===== src/rtl/ysyx_22041207_axi_read_master_if.sv =====
// Bundle of upstream read-request signals and AXI4 AR/R channel signals.
// The master modport is the read master's view; the slave modport is the opposite view.
interface ysyx_22041207_axi_read_master_if #(
    parameter int RW_DATA_WIDTH  = 64,
    parameter int RW_ADDR_WIDTH  = 64,
    parameter int AXI_DATA_WIDTH = 64,
    parameter int AXI_ADDR_WIDTH = 64,
    parameter int AXI_ID_WIDTH   = 4,
    parameter int AXI_USER_WIDTH = 1
);
    logic                      rw_valid_i;
    logic                      rw_ready_o;
    logic [RW_ADDR_WIDTH-1:0]  rw_addr_i;
    logic [7:0]                rw_size_i;
    logic [RW_DATA_WIDTH-1:0]  rw_data_o;
    logic [1:0]                rw_resp_o;
    logic                      rw_data_valid_o;
    logic                      rw_data_ready_i;

    logic                      axi_ar_valid_o;
    logic                      axi_ar_ready_i;
    logic [AXI_ADDR_WIDTH-1:0] axi_ar_addr_o;
    logic [AXI_ID_WIDTH-1:0]   axi_ar_id_o;
    logic [7:0]                axi_ar_len_o;
    logic [2:0]                axi_ar_size_o;
    logic [1:0]                axi_ar_burst_o;
    logic [AXI_USER_WIDTH-1:0] axi_ar_user_o;

    logic                      axi_r_valid_i;
    logic                      axi_r_ready_o;
    logic [AXI_DATA_WIDTH-1:0] axi_r_data_i;
    logic [1:0]                axi_r_resp_i;
    logic                      axi_r_last_i;
    logic [AXI_ID_WIDTH-1:0]   axi_r_id_i;

    modport master (
        input  rw_valid_i, rw_addr_i, rw_size_i, rw_data_ready_i,
        output rw_ready_o, rw_data_o, rw_resp_o, rw_data_valid_o,
        output axi_ar_valid_o, axi_ar_addr_o, axi_ar_id_o, axi_ar_len_o,
        output axi_ar_size_o, axi_ar_burst_o, axi_ar_user_o,
        input  axi_ar_ready_i,
        input  axi_r_valid_i, axi_r_data_i, axi_r_resp_i, axi_r_last_i, axi_r_id_i,
        output axi_r_ready_o
    );

    modport slave (
        output rw_valid_i, rw_addr_i, rw_size_i, rw_data_ready_i,
        input  rw_ready_o, rw_data_o, rw_resp_o, rw_data_valid_o,
        input  axi_ar_valid_o, axi_ar_addr_o, axi_ar_id_o, axi_ar_len_o,
        input  axi_ar_size_o, axi_ar_burst_o, axi_ar_user_o,
        output axi_ar_ready_i,
        output axi_r_valid_i, axi_r_data_i, axi_r_resp_i, axi_r_last_i, axi_r_id_i,
        input  axi_r_ready_o
    );
endinterface


===== src/rtl/ysyx_22041207_axi_read_master.sv =====
// Turns one upstream read request into a single-beat AXI4 read (AR then R) and
// returns the requested bytes right-aligned and zero-extended, with RRESP.
//
// state | meaning
// IDLE  | ready for a request; latches addr/size on rw_valid_i
// AR    | ARVALID held with latched addr until ARREADY
// R     | RREADY high; captures the beat on RVALID
// DONE  | data/resp presented upstream until rw_data_ready_i
module ysyx_22041207_axi_read_master #(
    parameter int RW_DATA_WIDTH  = 64,
    parameter int RW_ADDR_WIDTH  = 64,
    parameter int AXI_DATA_WIDTH = 64,
    parameter int AXI_ADDR_WIDTH = 64,
    parameter int AXI_ID_WIDTH   = 4,
    parameter int AXI_USER_WIDTH = 1,
    parameter int AXI_ID         = 0
) (
    input logic clk,
    input logic rst,
    ysyx_22041207_axi_read_master_if.master bus
);
    typedef enum logic [1:0] {
        S_IDLE = 2'd0,
        S_AR   = 2'd1,
        S_R    = 2'd2,
        S_DONE = 2'd3
    } state_e;

    state_e                   state_q, state_d;
    logic [RW_ADDR_WIDTH-1:0] addr_q, addr_d;
    logic [7:0]               size_q, size_d;
    logic [RW_DATA_WIDTH-1:0] data_q, data_d;
    logic [1:0]               resp_q, resp_d;

    logic [5:0]                shift_amt;
    logic [AXI_DATA_WIDTH-1:0] beat_shifted;
    logic [RW_DATA_WIDTH-1:0]  size_mask;
    logic [RW_DATA_WIDTH-1:0]  beat_data;
    logic [2:0]                ar_size;
    logic                      unused_ok;

    // Byte lane select; bytes shifted in past the top of the beat read as zero.
    always_comb begin
        shift_amt    = {addr_q[2:0], 3'b000};
        beat_shifted = bus.axi_r_data_i >> shift_amt;
        case (size_q)
            8'd1:    size_mask = RW_DATA_WIDTH'(8'hFF);
            8'd2:    size_mask = RW_DATA_WIDTH'(16'hFFFF);
            8'd4:    size_mask = RW_DATA_WIDTH'(32'hFFFF_FFFF);
            default: size_mask = '1;
        endcase
        beat_data = RW_DATA_WIDTH'(beat_shifted) & size_mask;
    end

    // Unrecognised sizes fall back to a full 8-byte access.
    always_comb begin
        case (size_q)
            8'd1:    ar_size = 3'd0;
            8'd2:    ar_size = 3'd1;
            8'd4:    ar_size = 3'd2;
            default: ar_size = 3'd3;
        endcase
    end

    always_comb begin
        state_d = state_q;
        addr_d  = addr_q;
        size_d  = size_q;
        data_d  = data_q;
        resp_d  = resp_q;
        case (state_q)
            S_IDLE: begin
                if (bus.rw_valid_i) begin
                    addr_d  = bus.rw_addr_i;
                    size_d  = bus.rw_size_i;
                    state_d = S_AR;
                end
            end
            S_AR: begin
                if (bus.axi_ar_ready_i) begin
                    state_d = S_R;
                end
            end
            S_R: begin
                if (bus.axi_r_valid_i) begin
                    data_d  = beat_data;
                    resp_d  = bus.axi_r_resp_i;
                    state_d = S_DONE;
                end
            end
            S_DONE: begin
                if (bus.rw_data_ready_i) begin
                    state_d = S_IDLE;
                end
            end
            default: state_d = S_IDLE;
        endcase
    end

    always_ff @(posedge clk) begin
        if (rst) begin
            state_q <= S_IDLE;
            addr_q  <= '0;
            size_q  <= '0;
            data_q  <= '0;
            resp_q  <= '0;
        end else begin
            state_q <= state_d;
            addr_q  <= addr_d;
            size_q  <= size_d;
            data_q  <= data_d;
            resp_q  <= resp_d;
        end
    end

    always_comb begin
        bus.rw_ready_o      = (state_q == S_IDLE);
        bus.rw_data_valid_o = (state_q == S_DONE);
        bus.rw_data_o       = data_q;
        bus.rw_resp_o       = resp_q;

        bus.axi_ar_valid_o  = (state_q == S_AR);
        bus.axi_ar_addr_o   = AXI_ADDR_WIDTH'(addr_q);
        bus.axi_ar_id_o     = AXI_ID_WIDTH'(AXI_ID);
        bus.axi_ar_len_o    = 8'd0;
        bus.axi_ar_size_o   = ar_size;
        bus.axi_ar_burst_o  = 2'b01;
        bus.axi_ar_user_o   = AXI_USER_WIDTH'(0);

        bus.axi_r_ready_o   = (state_q == S_R);
    end

    // RLAST/RID carry no information with a single outstanding single-beat read.
    assign unused_ok = ^{bus.axi_r_last_i, bus.axi_r_id_i};

endmodule


===== src/flat_wrapper.sv =====
// flat-port wrapper written by rule: the top's interface ports become plain ports
module ysyx_22041207_axi_read_master_flat 
#(
    parameter int RW_DATA_WIDTH  = 64,
    parameter int RW_ADDR_WIDTH  = 64,
    parameter int AXI_DATA_WIDTH = 64,
    parameter int AXI_ADDR_WIDTH = 64,
    parameter int AXI_ID_WIDTH   = 4,
    parameter int AXI_USER_WIDTH = 1,
    parameter int AXI_ID         = 0
)
  (clk, rst, bus_rw_valid_i, bus_rw_addr_i, bus_rw_size_i, bus_rw_data_ready_i, bus_rw_ready_o, bus_rw_data_o, bus_rw_resp_o, bus_rw_data_valid_o, bus_axi_ar_valid_o, bus_axi_ar_addr_o, bus_axi_ar_id_o, bus_axi_ar_len_o, bus_axi_ar_size_o, bus_axi_ar_burst_o, bus_axi_ar_user_o, bus_axi_ar_ready_i, bus_axi_r_valid_i, bus_axi_r_data_i, bus_axi_r_resp_i, bus_axi_r_last_i, bus_axi_r_id_i, bus_axi_r_ready_o);
  ysyx_22041207_axi_read_master_if #(.RW_DATA_WIDTH(RW_DATA_WIDTH), .RW_ADDR_WIDTH(RW_ADDR_WIDTH), .AXI_DATA_WIDTH(AXI_DATA_WIDTH), .AXI_ADDR_WIDTH(AXI_ADDR_WIDTH), .AXI_ID_WIDTH(AXI_ID_WIDTH), .AXI_USER_WIDTH(AXI_USER_WIDTH)) bus_i ();
  input logic clk;
  input logic rst;
  input wire logic [$bits(bus_i.rw_valid_i)-1:0] bus_rw_valid_i;
  input wire logic [$bits(bus_i.rw_addr_i)-1:0] bus_rw_addr_i;
  input wire logic [$bits(bus_i.rw_size_i)-1:0] bus_rw_size_i;
  input wire logic [$bits(bus_i.rw_data_ready_i)-1:0] bus_rw_data_ready_i;
  output wire logic [$bits(bus_i.rw_ready_o)-1:0] bus_rw_ready_o;
  output wire logic [$bits(bus_i.rw_data_o)-1:0] bus_rw_data_o;
  output wire logic [$bits(bus_i.rw_resp_o)-1:0] bus_rw_resp_o;
  output wire logic [$bits(bus_i.rw_data_valid_o)-1:0] bus_rw_data_valid_o;
  output wire logic [$bits(bus_i.axi_ar_valid_o)-1:0] bus_axi_ar_valid_o;
  output wire logic [$bits(bus_i.axi_ar_addr_o)-1:0] bus_axi_ar_addr_o;
  output wire logic [$bits(bus_i.axi_ar_id_o)-1:0] bus_axi_ar_id_o;
  output wire logic [$bits(bus_i.axi_ar_len_o)-1:0] bus_axi_ar_len_o;
  output wire logic [$bits(bus_i.axi_ar_size_o)-1:0] bus_axi_ar_size_o;
  output wire logic [$bits(bus_i.axi_ar_burst_o)-1:0] bus_axi_ar_burst_o;
  output wire logic [$bits(bus_i.axi_ar_user_o)-1:0] bus_axi_ar_user_o;
  input wire logic [$bits(bus_i.axi_ar_ready_i)-1:0] bus_axi_ar_ready_i;
  input wire logic [$bits(bus_i.axi_r_valid_i)-1:0] bus_axi_r_valid_i;
  input wire logic [$bits(bus_i.axi_r_data_i)-1:0] bus_axi_r_data_i;
  input wire logic [$bits(bus_i.axi_r_resp_i)-1:0] bus_axi_r_resp_i;
  input wire logic [$bits(bus_i.axi_r_last_i)-1:0] bus_axi_r_last_i;
  input wire logic [$bits(bus_i.axi_r_id_i)-1:0] bus_axi_r_id_i;
  output wire logic [$bits(bus_i.axi_r_ready_o)-1:0] bus_axi_r_ready_o;
  assign bus_i.rw_valid_i = bus_rw_valid_i;
  assign bus_i.rw_addr_i = bus_rw_addr_i;
  assign bus_i.rw_size_i = bus_rw_size_i;
  assign bus_i.rw_data_ready_i = bus_rw_data_ready_i;
  assign bus_rw_ready_o = bus_i.rw_ready_o;
  assign bus_rw_data_o = bus_i.rw_data_o;
  assign bus_rw_resp_o = bus_i.rw_resp_o;
  assign bus_rw_data_valid_o = bus_i.rw_data_valid_o;
  assign bus_axi_ar_valid_o = bus_i.axi_ar_valid_o;
  assign bus_axi_ar_addr_o = bus_i.axi_ar_addr_o;
  assign bus_axi_ar_id_o = bus_i.axi_ar_id_o;
  assign bus_axi_ar_len_o = bus_i.axi_ar_len_o;
  assign bus_axi_ar_size_o = bus_i.axi_ar_size_o;
  assign bus_axi_ar_burst_o = bus_i.axi_ar_burst_o;
  assign bus_axi_ar_user_o = bus_i.axi_ar_user_o;
  assign bus_i.axi_ar_ready_i = bus_axi_ar_ready_i;
  assign bus_i.axi_r_valid_i = bus_axi_r_valid_i;
  assign bus_i.axi_r_data_i = bus_axi_r_data_i;
  assign bus_i.axi_r_resp_i = bus_axi_r_resp_i;
  assign bus_i.axi_r_last_i = bus_axi_r_last_i;
  assign bus_i.axi_r_id_i = bus_axi_r_id_i;
  assign bus_axi_r_ready_o = bus_i.axi_r_ready_o;
  ysyx_22041207_axi_read_master #(.RW_DATA_WIDTH(RW_DATA_WIDTH), .RW_ADDR_WIDTH(RW_ADDR_WIDTH), .AXI_DATA_WIDTH(AXI_DATA_WIDTH), .AXI_ADDR_WIDTH(AXI_ADDR_WIDTH), .AXI_ID_WIDTH(AXI_ID_WIDTH), .AXI_USER_WIDTH(AXI_USER_WIDTH), .AXI_ID(AXI_ID)) u_core (.clk(clk), .rst(rst), .bus(bus_i));
endmodule

===== config.mk =====
export PLATFORM = sky130hd
export DESIGN_NAME = ysyx_22041207_axi_read_master_flat
export DESIGN_NICKNAME = d
export VERILOG_FILES = /design/src/rtl/ysyx_22041207_axi_read_master_if.sv /design/src/rtl/ysyx_22041207_axi_read_master.sv /design/src/flat_wrapper.sv
export SDC_FILE = /design/constraint.sdc
export NUM_CORES = 1
export LEC_CHECK = 0
export BUFFER_PORTS_ARGS = -buffer_cell sky130_fd_sc_hd__buf_4
export CAP_MARGIN = 20
export CORE_MARGIN = 10
export CORE_UTILIZATION = 40
export CTS_CLUSTER_DIAMETER = 60
export DETAILED_ROUTE_END_ITERATION = 12
export GPL_TIMING_DRIVEN = 0
export PLACE_DENSITY_LB_ADDON = 0.1
export SLEW_MARGIN = 20
export SYNTH_ARGS = -nofsm -noshare
export SYNTH_HDL_FRONTEND = slang
export SYNTH_SLANG_ARGS = --single-unit

===== constraint.sdc =====
create_clock -name clk -period 5.2 [get_ports clk]
set_input_delay 0.78 -clock clk [delete_from_list [all_inputs] [get_ports clk]]
set_output_delay 0.78 -clock clk [all_outputs]
set_load 0.02 [all_outputs]

==> flow_summary_export.csv <==
group,metric,value,unit
critical_path,crit_fanout,3,
clock_tree,clk_pin_slew_worst_paths,0.06,ns
synth,synthesis.area,0.006743,mm²
die,die_area,0.02245,mm²
final_layout,layout_common_cells,"buf_4 (298), nand2_1 (177), dfxtp_1 (140), a21oi_1 (82), mux2i_1 (79)",
placed_design,dp_hpwl,21110,µm
timing,grt_setup_unrepaired,"no",
timing,finalWorstSetupSlack,2.362,ns
synth,synth_top_area_share,41.57,%
synth,yosys.area.top_type,"dfxtp_1",
critical_path,cp_common_cell,"or4_4",
global_route,grt_start_max_net_pins,17,
synth,synth-edff-count,0,
route,vias,6828,
timing,setup_viol,0,
global_route,use_met1,26.06,%
power,power.ir.vdd_worst,0.0002561,V
clock_tree,cts_root_buffer,"clkbuf_16",
timing,max_freq,0.3524,GHz
global_route,antenna_found_initial,0,
global_route,met2_usage,37.93,%
timing,tightest_slew,0.7432,ns
clock_tree,cts_setup_buffers,0,
global_route,globalRouteMet3Util,9.934,%
route,dr.pass1.iters,5,
timing,finalCritPeriodShare,54.57,%
synth,synth_mux_area_share,15.74,%
route,via_per_inst,5.256,
synth,postSynthAreaPerCell,8.943,µm²
power,total_leakage_power,4.067,nW
timing,skew,0.01127,ns
placed_design,place_inst,1267,
global_route,grt_pass1_wl,39610,µm
final_layout,stdcell_count,1299,
placed_design,dpl_worst_slack,2.580,ns
die,fp-row-count,47,
route,drt_iter0_markers,481,
final_layout,syn_to_final_growth,44.39,%
clock_tree,ctsHoldBuffers,0,
final_layout,antenna_cells,0,
critical_path,start_kind,"flip-flop",
final_layout,drive_above_1_share,34.66,%
power,power-per-cell-area,438.3,mW/mm²
synth,synth_simple_gate_area_share,13.84,%
clock_tree,clock_latency,0.43,ns
die,start_util,40.80,%
die,core_area,0.01652,mm²
critical_path,end_kind,"primary output",
synth,synth_xor_area_share,0.3897,%
die,chipHeight,149.8,µm
placed_design,portBuffers,279,
route,ant_nets,0,
critical_path,path_cells,"or4_4, or4_4, buf_4",
timing,tns,0,ns
route,wl,27010,µm
critical_path,cp_slowest_cell,"or4_4",
timing,slew_headroom,50.45,%
synth,synthArstFlopShare,0,%
synth,ys.flop_type,"dfxtp_1",
clock_tree,ctsResizeCount,0,
die,io_pins,301,
synth,synth_area_leaders,"dfxtp_1 (42%), mux2i_1 (12%), nand2_1 (9.9%)",
final_layout,final_common_cell,"buf_4",
critical_path,cpPeakStageDelay,0.58,ns
critical_path,critical_path_required,4.42,ns
critical_path,arrival,2.06,ns
timing,drv_slew,0,
die,dieWidth,149.8,µm
route,remaining_drc_errors,0,
power,p_total,4.267,mW
placed_design,gp_congestion,0.9487,
synth,synth_top_family_by_area,"compound AO/OA/AOI/OAI gates",
global_route,grt_pass1_vias,6835,
job,drv_cap,0,
global_route,grt_overflow,0,
global_route,grt_usage,23.07,%
synth,ys_ff_latch,140,
synth,ys_seq_area_share,41.57,%
final_layout,fin_nets,1219,
synth,ys.warnings.count,0,
synth,synth_cells,754,
synth,synth_cell_type_count,39,
synth,synth_compound_area_share,21.71,%
clock_tree,cts.sinks,140,
timing,final-hold-violation-count,0,
clock_tree,htreeDepth,4,
clock_tree,numCtsBuffers,17,
outcome,status,"finished, final reports clean",
route,avgRoutedWirePerCell,20.79,µm
timing,fin_crit,2.838,ns
final_layout,n_fill_cell,1504,
critical_path,critPathKind,"reg -> out",
timing,holdWs,0.4549,ns
clock_tree,clock_path_buffers,2,
clock_tree,cts_tree,"built",
global_route,top_usage_layer,"met2",
synth,synthAdderAreaFrac,0.7423,%
hold_path,min_path_type,"reg -> reg",
==> registers in the layout, indices dropped and copies added (netlist names) <==
signal	cells
u_core.bus.axi_ar_addr_o	64
u_core.bus.rw_data_o	64
u_core.size_q	8
u_core.bus.rw_resp_o	2
u_core.state_q	2
==> Yosys cell counts (11+ instances only) <==
master	number
o21ai_1	16
clkbuf_1	40
a22o_1	24
nand2_1	177
buf_2	15
a21oi_1	82
nor2b_1	11
nor2_1	24
mux2i_1	79
a32o_1	16
buf_4	19
dfxtp_1	140
==> power breakdown <==
part           internal [mW]  total [mW]  switching [mW]
Sequential              1.25        1.35          0.0998
Clock                  0.690        1.18           0.495
Combinational          0.673        1.73            1.06
==> logic make-up after synthesis <==
logic type               count (synthesis)
adder cells (fa/ha/maj)                  4
XOR/XNOR                                 3
other                                    2
buffers and inverters                   80
multiplexers                            95
AO/OA/AOI/OAI                          207
flip-flops                             140
AND/OR/NAND/NOR                        223
==> stage by stage <==
stage                     utilization, %  instance area (µm²)
final                              58.92                 9736
after global routing               58.92                 9736
after CTS                          58.92                 9736
after detailed placement           55.46                 9165
after global placement             55.46                 9165
after floorplan                        -                 6795
==> per-layer routing <==
metal	vias to the layer above	share of wire [%]
met5	-	0
met4	0	2.6
met3	49	12
met2	336	48
met1	3167	38
li1	3276	-
==> worst max-delay path, delay by kind of cell, from the launching register on <==
kind | cells | cell delay [ns]
DFF | 1 | 0.31
buffers and inverters | 1 | 0.21
and+or+nand+nor | 2 | 1.12
==> cell type report <==
type                    instances  area (µm²)  area share, %
inverters                       3       11.26         0.1157
well taps                     220       275.3          2.827
clock buffers                  21       460.4          4.729
multi-input cells             548        3595          36.92
flip-flops and latches        140        2803          28.79
plain buffers                  77       386.6          3.971
clock inverters                11       110.1          1.131
repair buffers                279        2095          21.51
==> path summary, 6_finish.rpt <==
path / start / endpoint / slack (ns) / cells past startpoint
max: u_core.size_q[7] / bus_axi_ar_size_o[1] / 2.36 / 3
min: u_core.bus.axi_ar_addr_o[5] / u_core.bus.axi_ar_addr_o[5] / 0.45 / 2
max reg2reg: u_core.state_q[0] / u_core.bus.rw_data_o[27] / 2.76 / 8
min reg2reg: u_core.bus.axi_ar_addr_o[5] / u_core.bus.axi_ar_addr_o[5] / 0.45 / 2
No activity file was read; power rests on OpenSTA's default activity.
